[src/rtl/gpio_mmio_if.sv]
// rtl/gpio_mmio_if.sv - data-bus register port of the GPIO peripheral
interface gpio_mmio_if;
  logic [4:0]  addr;
  logic        wen;
  logic        ren;
  logic [31:0] wdata;
  logic [31:0] rdata;

  modport master (output addr, output wen, output ren, output wdata, input rdata);
  modport slave  (input addr, input wen, input ren, input wdata, output rdata);
endinterface

[src/rtl/gpio_mmio.sv]
// rtl/gpio_mmio.sv - GPIO peripheral: switches, debounced buttons with IRQ, LEDs, 7-seg scan
module gpio_mmio #(
  parameter int NUM_SW          = 16,
  parameter int NUM_BTN         = 5,
  parameter int NUM_LED         = 16,
  parameter int NUM_DIGITS      = 8,
  parameter int DEBOUNCE_CYCLES = 100000,
  parameter int REFRESH_CYCLES  = 100000
) (
  input  logic                  clk,
  input  logic                  n_rst,
  input  logic [NUM_SW-1:0]     SW,
  input  logic [NUM_BTN-1:0]    BTN,
  input  logic [31:0]           writeback,
  gpio_mmio_if.slave            bus,
  output logic                  irq,
  output logic [NUM_LED-1:0]    LED,
  output logic [7:0]            SSEG_CA,
  output logic [NUM_DIGITS-1:0] SSEG_AN
);
  localparam int DBW = (DEBOUNCE_CYCLES > 2) ? $clog2(DEBOUNCE_CYCLES) : 1;
  localparam int RFW = (REFRESH_CYCLES > 2) ? $clog2(REFRESH_CYCLES) : 1;
  localparam int IW  = (NUM_DIGITS > 1) ? $clog2(NUM_DIGITS) : 1;
  localparam logic [31:0] DAT_MASK = (NUM_DIGITS >= 8) ? 32'hFFFF_FFFF
                                                        : ((32'd1 << (4 * NUM_DIGITS)) - 32'd1);

  logic [NUM_SW-1:0]     sw_meta, sw_sync;
  logic [NUM_BTN-1:0]    btn_meta, btn_sync, btn_level, btn_edge, db_hit, edge_w1c;
  logic [DBW-1:0]        db_cnt [NUM_BTN];
  logic [31:0]           sseg_dat;
  logic [NUM_DIGITS-1:0] ctl_en, ctl_dp;
  logic                  ctl_mirror;
  logic [RFW-1:0]        refresh_cnt;
  logic [IW-1:0]         digit_idx;
  logic [31:0]           rd_val, src;
  logic [3:0]            nib;
  logic                  en_bit, dp_bit;
  logic [NUM_DIGITS-1:0] an_next;
  logic [7:0]            ca_next;
  logic                  addr_unused;

  assign addr_unused = ^bus.addr[1:0];
  assign edge_w1c = (bus.wen && bus.addr[4:2] == 3'd2) ? bus.wdata[NUM_BTN-1:0] : '0;

  function automatic logic [6:0] hex7(input logic [3:0] v);
    case (v)
      4'h0: hex7 = 7'b1000000;  4'h1: hex7 = 7'b1111001;
      4'h2: hex7 = 7'b0100100;  4'h3: hex7 = 7'b0110000;
      4'h4: hex7 = 7'b0011001;  4'h5: hex7 = 7'b0010010;
      4'h6: hex7 = 7'b0000010;  4'h7: hex7 = 7'b1111000;
      4'h8: hex7 = 7'b0000000;  4'h9: hex7 = 7'b0010000;
      4'hA: hex7 = 7'b0001000;  4'hB: hex7 = 7'b0000011;
      4'hC: hex7 = 7'b1000110;  4'hD: hex7 = 7'b0100001;
      4'hE: hex7 = 7'b0000110;  default: hex7 = 7'b0001110;
    endcase
  endfunction

  // A button accepts its new level once its counter has seen a full stable window.
  always_comb begin
    db_hit = '0;
    for (int i = 0; i < NUM_BTN; i++)
      db_hit[i] = (btn_sync[i] != btn_level[i]) && (db_cnt[i] == DBW'(DEBOUNCE_CYCLES - 1));
  end

  // Input synchronisers, debounce counters, sticky edge flags (set beats clear) and irq.
  always_ff @(posedge clk or negedge n_rst) begin
    if (!n_rst) begin
      sw_meta   <= '0;
      sw_sync   <= '0;
      btn_meta  <= '0;
      btn_sync  <= '0;
      btn_level <= '0;
      btn_edge  <= '0;
      irq       <= 1'b0;
      for (int i = 0; i < NUM_BTN; i++) db_cnt[i] <= '0;
    end else begin
      sw_meta   <= SW;
      sw_sync   <= sw_meta;
      btn_meta  <= BTN;
      btn_sync  <= btn_meta;
      for (int i = 0; i < NUM_BTN; i++) begin
        if (btn_sync[i] == btn_level[i] || db_hit[i]) db_cnt[i] <= '0;
        else                                          db_cnt[i] <= db_cnt[i] + DBW'(1);
      end
      btn_level <= btn_level ^ db_hit;
      btn_edge  <= (btn_edge & ~edge_w1c) | (db_hit & btn_sync);
      irq       <= |btn_edge;
    end
  end

  // Read mux over current register state, so a same-cycle write returns the old value.
  always_comb begin
    rd_val = '0;
    case (bus.addr[4:2])
      3'd0: rd_val[NUM_SW-1:0]  = sw_sync;
      3'd1: rd_val[NUM_BTN-1:0] = btn_level;
      3'd2: rd_val[NUM_BTN-1:0] = btn_edge;
      3'd3: rd_val[NUM_LED-1:0] = LED;
      3'd4: rd_val              = sseg_dat;
      3'd5: begin
        rd_val[NUM_DIGITS-1:0]  = ctl_en;
        rd_val[8 +: NUM_DIGITS] = ctl_dp;
        rd_val[31]              = ctl_mirror;
      end
      default: rd_val = '0;
    endcase
  end

  // Writable registers and the registered read port.
  always_ff @(posedge clk or negedge n_rst) begin
    if (!n_rst) begin
      LED        <= '0;
      sseg_dat   <= '0;
      ctl_en     <= '0;
      ctl_dp     <= '0;
      ctl_mirror <= 1'b0;
      bus.rdata  <= '0;
    end else begin
      if (bus.ren) bus.rdata <= rd_val;
      if (bus.wen) begin
        case (bus.addr[4:2])
          3'd3: LED <= bus.wdata[NUM_LED-1:0];
          3'd4: sseg_dat <= bus.wdata & DAT_MASK;
          3'd5: begin
            ctl_en     <= bus.wdata[NUM_DIGITS-1:0];
            ctl_dp     <= bus.wdata[8 +: NUM_DIGITS];
            ctl_mirror <= bus.wdata[31];
          end
          default: ;
        endcase
      end
    end
  end

  // Pattern for the digit currently selected by the scan index.
  always_comb begin
    src    = ctl_mirror ? writeback : sseg_dat;
    nib    = 4'd0;
    en_bit = 1'b0;
    dp_bit = 1'b0;
    for (int k = 0; k < NUM_DIGITS; k++) begin
      if (digit_idx == IW'(k)) begin
        nib    = src[4*k +: 4];
        en_bit = ctl_en[k];
        dp_bit = ctl_dp[k];
      end
    end
    an_next = {NUM_DIGITS{1'b1}};
    ca_next = 8'hFF;
    if (en_bit) begin
      an_next = ~(NUM_DIGITS'(1) << digit_idx);
      ca_next = {~dp_bit, hex7(nib)};
    end
  end

  // Refresh timer steps the digit index; anodes and cathodes update in the same cycle.
  always_ff @(posedge clk or negedge n_rst) begin
    if (!n_rst) begin
      refresh_cnt <= '0;
      digit_idx   <= '0;
      SSEG_AN     <= {NUM_DIGITS{1'b1}};
      SSEG_CA     <= 8'hFF;
    end else begin
      if (refresh_cnt == RFW'(REFRESH_CYCLES - 1)) begin
        refresh_cnt <= '0;
        digit_idx   <= (digit_idx == IW'(NUM_DIGITS - 1)) ? '0 : digit_idx + IW'(1);
      end else begin
        refresh_cnt <= refresh_cnt + RFW'(1);
      end
      SSEG_AN <= an_next;
      SSEG_CA <= ca_next;
    end
  end
endmodule
[src/flat_wrapper.sv]
// flat-port wrapper written by rule: the top's interface ports become plain ports
module gpio_mmio_flat 
#(
  parameter int NUM_SW          = 16,
  parameter int NUM_BTN         = 5,
  parameter int NUM_LED         = 16,
  parameter int NUM_DIGITS      = 8,
  parameter int DEBOUNCE_CYCLES = 100000,
  parameter int REFRESH_CYCLES  = 100000
)
  (clk, n_rst, SW, BTN, writeback, irq, LED, SSEG_CA, SSEG_AN, bus_addr, bus_wen, bus_ren, bus_wdata, bus_rdata);
  gpio_mmio_if bus_i ();
  input  logic clk;
  input  logic n_rst;
  input  logic [NUM_SW-1:0] SW;
  input  logic [NUM_BTN-1:0] BTN;
  input  logic [31:0] writeback;
  output logic irq;
  output logic [NUM_LED-1:0] LED;
  output logic [7:0] SSEG_CA;
  output logic [NUM_DIGITS-1:0] SSEG_AN;
  input wire logic [$bits(bus_i.addr)-1:0] bus_addr;
  input wire logic [$bits(bus_i.wen)-1:0] bus_wen;
  input wire logic [$bits(bus_i.ren)-1:0] bus_ren;
  input wire logic [$bits(bus_i.wdata)-1:0] bus_wdata;
  output wire logic [$bits(bus_i.rdata)-1:0] bus_rdata;
  assign bus_i.addr = bus_addr;
  assign bus_i.wen = bus_wen;
  assign bus_i.ren = bus_ren;
  assign bus_i.wdata = bus_wdata;
  assign bus_rdata = bus_i.rdata;
  gpio_mmio #(.NUM_SW(NUM_SW), .NUM_BTN(NUM_BTN), .NUM_LED(NUM_LED), .NUM_DIGITS(NUM_DIGITS), .DEBOUNCE_CYCLES(DEBOUNCE_CYCLES), .REFRESH_CYCLES(REFRESH_CYCLES)) u_core (.clk(clk), .n_rst(n_rst), .SW(SW), .BTN(BTN), .writeback(writeback), .bus(bus_i), .irq(irq), .LED(LED), .SSEG_CA(SSEG_CA), .SSEG_AN(SSEG_AN));
endmodule
[config.mk]
export PLATFORM = sky130hd
export DESIGN_NAME = gpio_mmio_flat
export DESIGN_NICKNAME = d
export VERILOG_FILES = /design/src/rtl/gpio_mmio_if.sv /design/src/rtl/gpio_mmio.sv /design/src/flat_wrapper.sv
export SDC_FILE = /design/constraint.sdc
export NUM_CORES = 1
export LEC_CHECK = 0
export BUFFER_PORTS_ARGS = -buffer_cell sky130_fd_sc_hd__buf_4
export CORE_ASPECT_RATIO = 0.5
export CORE_MARGIN = 5
export CORE_UTILIZATION = 45
export CTS_CLUSTER_SIZE = 40
export DETAILED_ROUTE_END_ITERATION = 8
export PLACE_DENSITY_LB_ADDON = 0.08
export SLEW_MARGIN = 30
export SYNTH_ARGS = -nofsm -noshare
export SYNTH_HDL_FRONTEND = slang
export SYNTH_SLANG_ARGS = --single-unit
[constraint.sdc]
create_clock -name clk -period 3.8 [get_ports clk]
set_input_delay 0.38 -clock clk [delete_from_list [all_inputs] [get_ports clk]]
set_output_delay 0.38 -clock clk [all_outputs]
set_load 0.01 [all_outputs]
; ---- Yosys cells after proc, flatten, opt, wreduce, memory -nomap -nowiden
; Memories as Yosys holds them, arrays and structs flattened.
; Index checks and enable logic that the tools add are counted.
[op_classes]
mul = 0
bitwise_logic = 7
add_sub_neg = 7
div_mod_pow = 0
shifts = 1
mux = 39
n_eq_ne = 28
n_lt_le_gt_ge = 0
n_reduce_logical = 17
[op_table]
columns = op, n
row1 = "adder 17 x 1 -> 17 bit, second input constant", 6
row2 = "equality test 17 bit, second input constant", 6
row3 = two-way mux 17 bit, 6
row4 = case mux 11 bit (4 select lines), 1
row5 = two-way mux 32 bit, 1
row6 = two-way mux 4 bit, 8
row7 = case mux 5 bit (6 select lines), 1
row8 = "equality test 3 bit, second input constant", 6
row9 = two-way mux 1 bit, 16
row10 = two-way mux 8 bit, 2
row11 = two-way mux 15 bit, 1
row12 = "equality test 3 x 2 -> 1 bit, second input constant", 4
row13 = AND 5 bit, 2
row14 = NOT 8 bit, 1
row15 = "left shift 1 x 3 -> 8 bit, first input constant", 1
row16 = "equality test 3 x 1 -> 1 bit, second input constant", 2
row17 = logical AND 1 bit, 6
row18 = zero test 3 bit, 2
row19 = AND reduction 2 bit, 3
row20 = equality test 1 bit, 5
row21 = logical OR 1 bit, 5
row22 = two-way mux 5 bit, 1
row23 = inequality test 1 bit, 5
row24 = NOT 5 bit, 1
row25 = other kinds (7), 7
[word_totals]
mem_count = 1
output_inout_bits = 65
input_bits = 94
mem_bits_ro = 112
word_cells = 122
latchBits = 0
ff_bits = 271
mem_bits_rw = 0
[mem_list]
columns = memory, words, width, rd, rd_clocked_by_memory_dff, write_ports, line
row1 = (name not given), 16, 7, 1, 0, 0, gpio_mmio.sv:46  ; case (v)

; ---- Depth between registers and ports, before layout
; Gate-level depths: netlist (run 1).
[logic_depth]
word_depth = 11
mapped_depth = 13
depth_no_buf = 12

; ---- Worst setup path after synthesis (run 1)
; OpenSTA, ideal clock, no wires.
[synth_path]
path_type = reg-to-reg
start = reg u_core.digit_idx[2]
end = reg u_core.SSEG_CA[0]
synth_period_minus_slack_ns = 3.157
path_slack_ns = 0.643
stages_incl_launch_ff = 14
setup_time_ns = 0.091
arrival_time_ns = 3.066
n_path_buf = 1
t_required_ns = 3.709
cell_sequence = dfrtp_1 > buf_2 > clkinv_1 > ha_1 > nor3b_1 > a22oi_1 > o211ai_1 > a21oi_1 > o21ai_0 > inv_1 > ha_1 > or3_1 > o221ai_1 > nand2_1
[synth_between]
elab_chain_len = 11
word_cells_on_any_way = 26
classes_between = 7 x eq/ne / 17 x mux / 1 x reduce/logical / 1 x memory
[synth_rtl]
columns = element, line
row1 = start: declaration, gpio_mmio.sv:34  ; logic [IW-1:0] digit_idx;
row2 = start signal: assignment, gpio_mmio.sv:166  ; digit_idx <= (digit_idx == IW'(NUM_DIGITS - 1)) ? '0 : digit_idx + IW'(1);
row3 = zero test 3 bit, gpio_mmio.sv:142  ; if (digit_idx == IW'(k)) begin
row4 = two-way mux 4 bit (8 in a row), gpio_mmio.sv:142
row5 = memory (16 x 7 bit), -
row6 = two-way mux 8 bit *, gpio_mmio.sv:150  ; if (en_bit) begin
row7 = net u_core.ca_next[0], gpio_mmio.sv:39  ; logic [7:0] ca_next;
row8 = end signal: assignment, gpio_mmio.sv:171  ; SSEG_CA <= ca_next;
row9 = end: declaration, gpio_mmio.sv:18  ; output logic [7:0] SSEG_CA,
; Mark *: on every way through the listed nets, which the timed path passes. The rest lies on a longest branch.
; A chain may end at the register's enable or synchronous reset.

; ---- Final worst setup path (run 1)
[layout_path]
start = reg u_core.digit_idx[0]
end = reg u_core.SSEG_CA[0]
; Same word-level chain as after synthesis.

==> results by group, run 1 <==
Synthesis
  • Compound-cell area share of the yosys netlist: 7.93%
  • Post-Syn Area per Cell: 11.1 um^2
  • Largest family of logic cells by synthesized area: simple AND/OR/NAND/NOR gates
  • EDFF count, synth: 0
  • Seq cells post-synth: 271
  • Post-synthesis mux area share: 11.4%
  • Mapped Cells: 1,107
  • Async S/R FF share, synth: 100%
  • Dominant synthesized flop cell: dfrtp_1
  • Simple-gate area share of the yosys netlist: 14.2%
  • Adder-Cell Fraction of Synth Area: 1.93%
  • XOR/XNOR Fraction of Synth Area: 6.19%
  • Seq/Total Area, Yosys: 55.2%
  • Syn_nets: 1,220
  • Yosys Warn Count: 0
  • Synth unique cells: 68
  • Synth Cell Area: 12,300 um^2

Critical path
  • Worst-path maximum fanout: 13
  • Kind of critical path: flip-flop to flip-flop
  • Kind of end point of the critical path: flip-flop
  • Startpoint Class: flip-flop
  • Req. time, crit path: 4.25 ns
  • Arrival time at the worst endpoint: 3.67 ns

Floorplan
  • Die Span X: 244 um
  • Die Y-Extent: 127 um
  • Initial Util: 46.1%
  • DIE AREA: 31,000 um^2
  • Core Footprint: 26,700 um^2
  • Total number of placement rows: 42
  • I/O Pins: 159

Detailed routing
  • Drt total wl: 29,100 um
  • Detail Route Antenna Nets: 0
  • WL/cell: 17.7 um
  • DR pass1 iterations: 5
  • Drt first-iter violations: 598
  • Drt drc: 0
  • Routed via count: 8,739
  • Vias per inst: 5.30

Final layout
  • Share of layout cells above drive strength 1: 25.0%
  • Fin nets: 1,396
  • Finished Cell Area: 14,900 um^2
  • Layout area overhead: 20.8%
  • Ant. Diodes: 0
  • Finished Layout Cells: 1,650
  • Util after Layout: 55.7%
  • Filler cells: 2,342

Global routing
  • Initial antenna violation count: 0
  • GRT met3 Usage: 3.15%
  • Busiest grt layer: met2
  • Met1 Track Usage GR: 25.2%
  • Grt ovf: 0
  • Met2 usage: 31.8%
  • Vias in the first global route: 8,930
  • Total global-route track usage: 18.5%
  • Largest net degree at the start of global routing: 116
  • First-pass GRT wire length: 47,000 um

STA
  • RSZ-0062 raised after global routing: no
  • TNS Setup: 0 ns
  • Final Critical Period: 3.22 ns
  • Fin. Hold Viols: 0
  • Final setup fails: 0
  • Slew Viols, Final: 0
  • Slew @ Worst Pin: 0.870 ns
  • Final Cycle Share: 84.8%
  • Final worst hold slack: 0.0754 ns
  • Slew HR: 41.9%
  • Final setup margin: 0.577 ns
  • Fmax: 0.310 GHz
  • Worst Clk Skew: 0.0124 ns

Placed design
  • Port buffer count: 156
  • Area of placed instances: 13,800 um^2
  • # placed instances: 1,585
  • DP HPWL: 20,500 um
  • Pre-CTS WS: 0.629 ns
  • Routability cong.: 0.848

Clock tree
  • Inserted Clock Buffers: 25
  • Clk_lat worst skew: 0.54 ns
  • Max Root-Sink Buffers: 3
  • Clock Sinks: 271
  • TritonCTS clock tree: built
  • Post-CTS setup repair buffer count: 0
  • CTS Root Cell: clkbuf_16
  • Htree depth: 1
  • Reg clk slew, reported paths: 0.06 ns

Pwr
  • Leakage: 6.68 nW
  • P per Cell Area: 464 nW/um^2
  • Switching Fraction: 26.2%
  • Internal: 5.10 mW
  • NetSw: 1.81 mW
  • Peak supply drop: 0.000285 V
  • Clock Power Share: 35.4%
  • Sequential power share: 48.9%
  • Total power draw: 6.90 mW
  • Logic gate share of total power: 15.7%

Min path
  • Hold Crit Class: input pin to flip-flop

Flow run
  • Max Cap Violations: 0

Status
  • Status: finished clean
-- routing by layer --
metal  routed length (um)  part of all wire [%]  up-vias
met1                13300                    46     4388
met4                  637                   2.2        0
li1                     -                     -     4169
met5                    0                     0        -
met3                 1030                   3.5       42
met2                14200                    49      140
-- sequential cells by signal, summed over array words and instances, names as in the netlist, named ones only --
name / flops
u_core.LED: 16
u_core.ctl_mirror: 1
u_core.btn_sync: 5
u_core.irq: 1
u_core.SSEG_AN: 8
u_core.sw_sync: 16
u_core.SSEG_CA: 8
u_core.bus.rdata: 32
u_core.ctl_en: 8
u_core.db_cnt: 85
u_core.btn_edge: 5
u_core.digit_idx: 3
u_core.sw_meta: 16
u_core.sseg_dat: 32
u_core.ctl_dp: 8
u_core.refresh_cnt: 17
u_core.btn_meta: 5
-- critical path, cell delays in order (launching register included) --
cell      delay (ns)
dfrtp_1         0.41
inv_1           0.12
ha_1            0.48
nor3b_1         0.49
a22oi_1         0.17
o211ai_1        0.18
a21oi_1         0.13
o31a_1          0.34
ha_1            0.26
or3_1           0.38
o221ai_1        0.08
nand2_1         0.08
-- path summary, 6_finish.rpt --
kind                                      from                  end  slack, ns  cells past startpoint
max reg2reg                u_core.digit_idx[0]    u_core.SSEG_CA[0]       0.58                     11
min reg2reg                 u_core.sw_meta[13]   u_core.sw_sync[13]       0.35                      0
max                        u_core.digit_idx[0]    u_core.SSEG_CA[0]       0.58                     11
max in group asynchronous                n_rst    u_core.SSEG_AN[7]       2.27                      4
min                              bus_wdata[24]  u_core.sseg_dat[24]       0.08                      2
min in group asynchronous                n_rst    u_core.db_cnt[17]       0.30                      2
-- synth_stat cells, types with 3 or more instances --
library cell  count  area [um^2]
dfrtp_1         255         6380
nor2_1          131          492
mux2_2           86          968
nand2_1          76          285
nand3_1          60          300
xor2_1           51          447
inv_1            41          154
mux2i_1          40          400
o21ai_0          38          190
xnor2_1          36          315
a21oi_1          34          170
clkbuf_1         27          101
and3_1           21          131
ha_1             19          238
a22oi_1          16          120
dfstp_2          16          420
nand4_1          14         87.6
nor2b_1          13         81.3
o22ai_1          10         62.6
buf_2             8         40.0
nand2b_1          8         50.1
or3_1             8         50.1
a22o_1            7         61.3
nor3_1            7         35.0
nor4_1            6         37.5
o221ai_1          6         52.6
o211ai_1          5         37.5
o21a_1            5         37.5
and4_1            4         35.0
buf_4             3         22.5
buf_6             3         33.8
o21ai_1           3         15.0
or2_2             3         18.8
-- logic make-up after synthesis --
| group | Yosys count |
|---|---|
| fa+ha+maj | 19 |
| mux | 128 |
| simple gates | 368 |
| compound gates | 147 |
| flops | 271 |
| xor+xnor | 87 |
| buf+inv | 87 |
-- placed cells by master, fill, tap and decap left out, types with 16 or more instances in the layout --
master,instances
dfrtp_1,254
buf_4,167
nor2_1,131
mux2_2,86
nand2_1,76
nand3_1,60
xor2_1,51
inv_1,41
mux2i_1,40
o21ai_0,38
xnor2_1,36
a21oi_1,34
clkbuf_16,25
dlygate4sd3_1,22
and3_1,21
ha_1,19
a22oi_1,16
dfstp_2,16
-- power groups by stage --
stage,Sequential [mW],Combinational [mW],Clock (mW)
after floorplan,3.39,0.603,0
after global placement,3.42,1.05,0
after detailed placement,3.43,1.07,0
after CTS,3.38,1.09,2.52
after global routing,3.41,1.18,2.63
final,3.38,1.08,2.44
-- area by class of cell --
| class | instances | area (um^2) | share of cell area (%) |
|---|---|---|---|
| sequential | 271 | 6800 | 45.7 |
| multi-input combinational | 749 | 5150 | 34.6 |
| timing repair buffer | 192 | 1540 | 10.3 |
| clock buffer | 35 | 713 | 4.79 |
| tap | 352 | 440 | 2.96 |
| inverter | 44 | 165 | 1.11 |
| clock inverter | 7 | 67.6 | 0.454 |
-- repair_timing --
item | 4_1_cts | 5_1_grt
hold endpoints to repair | 110 | 0
gates resized for setup | 0 | 0
endpoints found under the setup margin | 0 | 0
hold buffers | 22 | 0
(Power assumes the default switching activity.)
==> inputs of run 2 (changes only) <==
--- a/config.mk
+++ b/config.mk
@@ -5,6 +5,7 @@
 export SDC_FILE = /design/constraint.sdc
 export NUM_CORES = 1
 export LEC_CHECK = 0
+export ABC_AREA = 1
 export BUFFER_PORTS_ARGS = -buffer_cell sky130_fd_sc_hd__buf_4
 export CORE_ASPECT_RATIO = 0.5
 export CORE_MARGIN = 5
==> constraint.sdc (replaced) <==
create_clock -name clk -period 2.6 [get_ports clk]
set_input_delay 0.26 -clock clk [delete_from_list [all_inputs] [get_ports clk]]
set_output_delay 0.26 -clock clk [all_outputs]
set_load 0.01 [all_outputs]
==> results by group, run 2 <==
Critical path
  • Req. time, crit path: 3.06 ns (-1.19 ns)
  • Kind of critical path: flip-flop to flip-flop
  • Arrival time at the worst endpoint: 2.84 ns (-0.83 ns)
  • Worst-path maximum fanout: 6 (-7)
  • Kind of end point of the critical path: flip-flop
  • Startpoint Class: flip-flop

Floorplan
  • Initial Util: 46.1% (about the same)
  • I/O Pins: 159 (unchanged)
  • DIE AREA: 31,000 um^2 (about the same)
  • Die Y-Extent: 127 um (about the same)
  • Core Footprint: 26,700 um^2 (unchanged)
  • Total number of placement rows: 42 (unchanged)
  • Die Span X: 244 um (about the same)

Final layout
  • Max reg flops: 85 (unchanged)
  • Fin nets: 1,787 (+28%)
  • Filler cells: 2,446 (+4.4%)
  • Commonest non-fill, non-tap cell in the layout: nand2_1
  • Largest registers: u_core.db_cnt x85, u_core.bus.rdata x32, u_core.sseg_dat x32
  • Ant. Diodes: 0 (unchanged)
  • Finished Cell Area: 15,300 um^2 (+2.7%)
  • Layout area overhead: 24.0%
  • Share of layout cells above drive strength 1: 17.3% (-7.7 points)
  • Reg with most FFs: u_core.db_cnt
  • Most frequent cells in the layout: 448 x nand2_1, 254 x dfrtp_1, 187 x buf_4

Detailed routing
  • Drt first-iter violations: 750 (+25%)
  • WL/cell: 15.5 um (-12%)
  • Detail Route Antenna Nets: 0 (unchanged)
  • Drt total wl: 31,600 um (+8.6%)
  • Drt drc: 0 (unchanged)
  • DR pass1 iterations: 5 (unchanged)
  • Vias per inst: 5.07 (-4.3%)
  • Routed via count: 10,400 (+19%)

Global routing
  • Vias in the first global route: 10,400 (+16%)
  • Initial antenna violation count: 0 (unchanged)
  • Largest net degree at the start of global routing: 67 (-42%)
  • First-pass GRT wire length: 52,500 um (+12%)
  • Grt ovf: 0 (unchanged)
  • Total global-route track usage: 20.5% (+2.0 points)

Pwr
  • Leakage: 7.42 nW (+11%)
  • Total power draw: 9.98 mW (+45%)
  • P per Cell Area: 653 nW/um^2 (+41%)
  • Peak supply drop: 0.000404 V (+42%)

STA
  • Final Critical Period: 2.38 ns (-0.848 ns)
  • Fmax: 0.421 GHz (+36%)
  • Final Cycle Share: 91.4% (+6.5 points)
  • Slew Viols, Final: 0 (unchanged)
  • Fin. Hold Viols: 0 (unchanged)
  • Final setup fails: 0 (unchanged)
  • Slew HR: 56.6% (+15 points)
  • Final setup margin: 0.224 ns (-0.352 ns)
  • Worst Clk Skew: 0.0111 ns (-0.00126 ns)
  • Slew @ Worst Pin: 0.650 ns (-0.220 ns)

Flow run
  • Max Cap Violations: 0 (unchanged)

Synthesis
  • Compound-cell area share of the yosys netlist: 9.20% (+1.3 points)
  • EDFF count, synth: 0 (unchanged)
  • Yosys Warn Count: 0 (unchanged)
  • Mapped Cells: 1,455 (+31%)
  • Dominant cell type by area after synthesis: dfrtp_1
  • Post-Syn Area per Cell: 8.46 um^2 (-24%)
  • Seq cells post-synth: 271 (unchanged)
  • Synth Cell Area: 12,300 um^2 (about the same)
  • Syn_nets: 1,568 (+29%)
  • Yosys top cell area share: 51.8% (about the same)
  • Dominant synthesized flop cell: dfrtp_1
  • Simple-gate area share of the yosys netlist: 24.9% (+11 points)
  • XOR/XNOR Fraction of Synth Area: 1.07% (-5.1 points)
  • Adder-Cell Fraction of Synth Area: 1.93% (about the same)
  • Most numerous cell in the Yosys netlist: nand2_1
  • Largest family of logic cells by synthesized area: simple AND/OR/NAND/NOR gates
  • Post-synthesis mux area share: 1.37% (-10 points)
  • Seq/Total Area, Yosys: 55.2% (about the same)
  • Synth cell count leaders: 450 x nand2_1, 255 x dfrtp_1, 148 x inv_1, 131 x nor2_1, 117 x o21ai_0
  • Synth unique cells: 41 (-40%)
  • Synth top area cells: dfrtp_1 52%, nand2_1 14%, o21ai_0 4.8%
  • Async S/R FF share, synth: 100% (unchanged)

Placed design
  • Area of placed instances: 14,000 um^2 (+1.1%)
  • Routability cong.: 0.929 (+9.5%)
  • DP HPWL: 23,200 um (+13%)
  • Pre-CTS WS: 0.0607 ns (-0.569 ns)
  • Port buffer count: 156 (unchanged)

Clock tree
  • Max Root-Sink Buffers: 3 (unchanged)
  • Clk_lat worst skew: 0.53 ns (about the same)
  • CTS Root Cell: clkbuf_16
  • Inserted Clock Buffers: 26 (+4.0%)
  • Clock Sinks: 271 (unchanged)
  • Htree depth: 1 (unchanged)
  • Reg clk slew, reported paths: 0.06 ns (about the same)
  • TritonCTS clock tree: built

Status
  • Status: finished clean

Min path
  • Hold Crit Class: input pin to flip-flop
==> run 2: worst max-delay path: stages, from the launching register on <==
cell and delay [ns]:
dfrtp_2 0.43, inv_2 0.07, ha_2 0.20, nand2_2 0.08, nor2_4 0.19, nand2_1 0.07
nand2_1 0.06, nand2_1 0.06, nand2_1 0.06, nand2_1 0.06, nand2_1 0.06, nand2_1 0.05
nand2_1 0.11, a21oi_4 0.10, buf_4 0.16, ha_1 0.28, nand3_1 0.10, nand2_1 0.05
inv_1 0.06, nand2_1 0.05
==> run 2: cells by family after synthesis <==
| logic type | count (synthesis) |
|---|---|
| XOR/XNOR | 15 |
| AND/OR/NAND/NOR | 733 |
| AO/OA/AOI/OAI | 205 |
| buffers and inverters | 197 |
| multiplexers | 15 |
| flip-flops | 271 |
| adder cells (fa/ha/maj) | 19 |
==> run 2: metal layers <==
layer | GRT usage, % | part of all wire (%) | vias to the layer above
met4 | 4.44 | 2.1 | 0
met2 | 36.3 | 49 | 183
li1 | - | - | 5129
met5 | 0 | 0 | -
met3 | 3.17 | 3.5 | 48
met1 | 27.1 | 45 | 5002
==> run 2: final cells by class <==
class | instances | area [um^2] | share of cell area [%]
Clock inverter | 5 | 50.0 | 0.328
Timing Repair Buffer | 228 | 1850 | 12.1
Clock buffer | 41 | 758 | 4.96
Sequential cell | 271 | 6800 | 44.5
Tap cell | 352 | 440 | 2.88
Inverter | 160 | 608 | 3.98
Multi-Input combinational cell | 987 | 4760 | 31.2
==> run 2: repair_timing <==
item                                   in CTS  in global routing
gates resized for setup                     0                 14
setup buffers                               0                  7
hold buffers                               37                  0
setup endpoints to repair                   0                  7
endpoints found under the hold margin      90                  0
==> run 2: final timing paths <==
check | slack (ns) | end | cells after the start | startpoint
setup / recovery | 0.22 | u_core.SSEG_CA[1] | 19 | u_core.digit_idx[0]
hold / removal | 0.02 | u_core.ctl_mirror | 3 | bus_wdata[31]
setup reg to reg | 0.22 | u_core.SSEG_CA[1] | 19 | u_core.digit_idx[0]
hold reg to reg | 0.35 | u_core.sw_sync[15] | 0 | u_core.sw_meta[15]
max in group asynchronous | 1.53 | u_core.db_cnt[14] | 3 | n_rst
min in group asynchronous | 0.28 | u_core.bus.rdata[26] | 2 | n_rst
==> run 2: stage by stage <==
step	std cells	hold slack (ns)	util [%]	setup TNS [ns]
2_1_floorplan	1455	-0.0356	-	0
3_3_place_gp	1954	0.265	52.5	0
3_5_place_dp	1954	0.267	52.5	0
4_1_cts	2037	0.000936	56.9	0
5_1_grt	2044	0.0148	57.2	-0.0117
6_report	2044	0.0221	57.2	0
==> run 2: report_power, final <==
| group | leakage [nW] | internal (mW) | switching (mW) | total [mW] |
|---|---|---|---|---|
| clock network | 0.397 | 2.09 | 1.58 | 3.67 |
| registers | 3.48 | 4.59 | 0.265 | 4.85 |
| logic | 3.54 | 0.637 | 0.821 | 1.46 |
| total | 7.42 | 7.31 | 2.66 | 9.98 |
==> inputs of run 3 (changes only) <==
--- a/config.mk
+++ b/config.mk
@@ -5,7 +5,7 @@
 export SDC_FILE = /design/constraint.sdc
 export NUM_CORES = 1
 export LEC_CHECK = 0
-export ABC_AREA = 1
+export ABC_AREA = 0
 export BUFFER_PORTS_ARGS = -buffer_cell sky130_fd_sc_hd__buf_4
 export CORE_ASPECT_RATIO = 0.5
 export CORE_MARGIN = 5
==> results by group, run 3 (synthesis results as in run 1) <==
Status
  • Status: finished clean

Clock tree
  • Max Root-Sink Buffers: 3 (unchanged)
  • Reg clk slew, reported paths: 0.07 ns (about the same)
  • Clk_lat worst skew: 0.54 ns (about the same)
  • Htree depth: 1 (unchanged)
  • TritonCTS clock tree: built
  • CTS Root Cell: clkbuf_16
  • Inserted Clock Buffers: 26 (unchanged)
  • Clock Sinks: 271 (unchanged)

Floorplan
  • Die Y-Extent: 127 um (about the same)
  • Total number of placement rows: 42 (unchanged)
  • DIE AREA: 31,000 um^2 (about the same)
  • Initial Util: 46.1% (about the same)
  • I/O Pins: 159 (unchanged)
  • Core Footprint: 26,700 um^2 (unchanged)
  • Die Span X: 244 um (about the same)

Global routing
  • Largest net degree at the start of global routing: 66 (-1.5%)
  • Total global-route track usage: 19.1% (-1.5 points)
  • Grt ovf: 0 (unchanged)
  • First-pass GRT wire length: 48,700 um (-7.3%)
  • Initial antenna violation count: 0 (unchanged)
  • Vias in the first global route: 9,231 (-11%)

Critical path
  • Kind of critical path: flip-flop to flip-flop
  • Arrival time at the worst endpoint: 3.01 ns (+0.17 ns)
  • R2R Path End: u_core.SSEG_CA[3]
  • Kind of end point of the critical path: flip-flop
  • Worst reg-to-reg path cell count: 12 (-7)
  • Req. time, crit path: 3.05 ns (about the same)
  • Reg2reg setup slack: 0.04 ns (-0.18 ns)
  • Worst-path maximum fanout: 4 (-2)
  • CP Launch Point: u_core.digit_idx[0]
  • Reg-to-Reg Start: u_core.digit_idx[0]
  • Startpoint Class: flip-flop

Flow run
  • Max Cap Violations: 0 (unchanged)

Final layout
  • Reg with most FFs: u_core.db_cnt
  • Largest registers: u_core.db_cnt x85, u_core.bus.rdata x32, u_core.sseg_dat x32
  • Filler cells: 2,210 (-9.6%)
  • Most frequent cells in the layout: 251 x dfrtp_1, 196 x buf_4, 131 x nor2_1
  • Share of layout cells above drive strength 1: 28.7% (+11 points)
  • Ant. Diodes: 0 (unchanged)
  • Fin nets: 1,462 (-18%)
  • Max reg flops: 85 (unchanged)
  • Commonest non-fill, non-tap cell in the layout: dfrtp_1
  • Multi-input logic area: 5330 um^2 (+12%)
  • Layout area overhead: 27.7%
  • Register Area: 6810 um^2 (about the same)

Placed design
  • Pre-CTS WS: -0.0952 ns (-0.156 ns)
  • Port buffer count: 156 (unchanged)
  • DP HPWL: 20,900 um (-9.9%)
  • Routability cong.: 0.861 (-7.3%)

Pwr
  • Total power draw: 10.5 mW (+5.3%)
  • Internal: 7.76 mW (+6.1%)
  • Logic gate share of total power: 16.8% (+2.2 points)
  • Switching Fraction: 26.2% (-0.54 points)
  • Clock Power Share: 36.3% (-0.5 points)
  • Sequential power share: 46.8% (-1.8 points)
  • Leakage: 7.03 nW (-5.2%)
  • P per Cell Area: 668 nW/um^2 (+2.3%)
  • Peak supply drop: 0.000556 V (+38%)
  • NetSw: 2.75 mW (+3.2%)

Min path
  • Hold wc startpoint: bus_wdata[3]
  • Hold Crit Class: input pin to flip-flop
  • Worst Hold Path EP: u_core.ctl_en[3]
  • Hold path depth: 2 (-1)

Detailed routing
  • Metal2 WL: 14,200 um (-9.2%)
  • WL/cell: 17.3 um (+12%)
  • Met3 WL post-DR: 908 um (-18%)
  • Routed via count: 8,935 (-14%)
  • DR top layer: met4
  • Drt total wl: 29,800 um (-5.9%)
  • WL met1: 13,900 um (-2.5%)
  • Drt drc: 0 (unchanged)
  • Vias per inst: 5.19 (+2.5%)
  • Drt first-iter violations: 532 (-29%)
  • Detail Route Antenna Nets: 0 (unchanged)
  • DR pass1 iterations: 5 (unchanged)

STA
  • Slew Viols, Final: 0 (unchanged)
  • Fin. Hold Viols: 0 (unchanged)
  • Worst Clk Skew: 0.0144 ns (+0.00330 ns)
  • RSZ-0062 raised after global routing: yes
  • Fmax: 0.391 GHz (-7.1%)
  • Final Critical Period: 2.56 ns (+0.183 ns)
  • Slew @ Worst Pin: 0.660 ns (+0.00993 ns)
  • Final Cycle Share: 98.4% (+7.0 points)
  • Slew HR: 55.7% (-0.91 points)
  • TNS Setup: 0 ns (unchanged)
  • Final setup fails: 0 (unchanged)
  • Final setup margin: 0.0417 ns (-0.183 ns)
[run 3: cell types whose count changed in the layout (fill, tap and decap cells not counted), moves of 15 or more]
cell	before	now
nand2_1	448	74
inv_1	144	37
o21ai_0	117	37
mux2_2	15	86
mux2i_1	0	40
xor2_1	14	51
xnor2_1	1	36
nor3_1	33	6
a21oi_1	54	32
and3_1	0	21
dlygate4sd3_1	37	52
[run 3: stage by stage]
| step | utilization, % | hold slack, ns | area [um^2] | std cells |
|---|---|---|---|---|
| 2_1_floorplan | - | -0.0356 | 12300 | 1107 |
| 3_3_place_gp | 52.8 | 0.209 | 14100 | 1608 |
| 3_5_place_dp | 52.8 | 0.210 | 14100 | 1608 |
| 4_1_cts | 58.4 | 0.00335 | 15600 | 1712 |
| 5_1_grt | 58.9 | 0.00828 | 15700 | 1720 |
| 6_report | 58.9 | 0.0245 | 15700 | 1720 |
[run 3: area by class of cell]
cell class | count | share of cell area, %
clock inverters | 6 | 0.366
clock buffers | 41 | 5.07
repair buffers | 256 | 13.5
inverters | 44 | 1.07
multi-input cells | 750 | 33.9
flip-flops and latches | 271 | 43.3
well taps | 352 | 2.80
[run 3: layer usage]
layer	vias up	GRT usage [%]
met5	-	0
met4	0	4.64
met3	51	3.01
met2	142	32.1
met1	4419	26.3
li1	4323	-
[run 3: how the worst max path moves through the flow]
stage / slack [ns] / depth (start not counted) / end
3_5_place_dp: -0.1 / 11 / u_core.SSEG_CA[0]
2_1_floorplan: 0.005 / 13 / u_core.SSEG_CA[0]
3_3_place_gp: -0.0002 / 11 / u_core.SSEG_CA[0]
5_1_grt: -0.12 / 12 / u_core.SSEG_CA[3]
6_report: 0.04 / 12 / u_core.SSEG_CA[3]
4_1_cts: 0.002 / 11 / u_core.SSEG_CA[0]
[run 3: power by group through the flow]
stage          combinational (mW)  sequential (mW)  clock [mW]
6_report                     1.77             4.92        3.82
4_1_cts                      1.74             4.92        3.92
3_5_place_dp                 1.65             5.00           0
3_3_place_gp                 1.62             4.99           0
5_1_grt                      1.94             4.96        4.10
2_1_floorplan               0.886             4.96           0
[run 3: critical path, stage by stage, from the launching register on]
cell and delay (ns):
dfrtp_2 0.46, inv_4 0.10, ha_4 0.13, or3b_4 0.39
o22ai_2 0.15, o211ai_1 0.13, a21oi_1 0.16, o31a_1 0.23
inv_2 0.10, ha_4 0.17, mux2_2 0.25, mux2i_1 0.12
nand2_1 0.06
[run 3: timing repair]
item,4_1_cts,5_1_grt
cloned,0,1
hold endpoints to repair,132,0
hold buffers,52,0
setup endpoints to repair,5,9
gates resized for setup,21,16
pin swaps,8,13
setup buffers,5,7
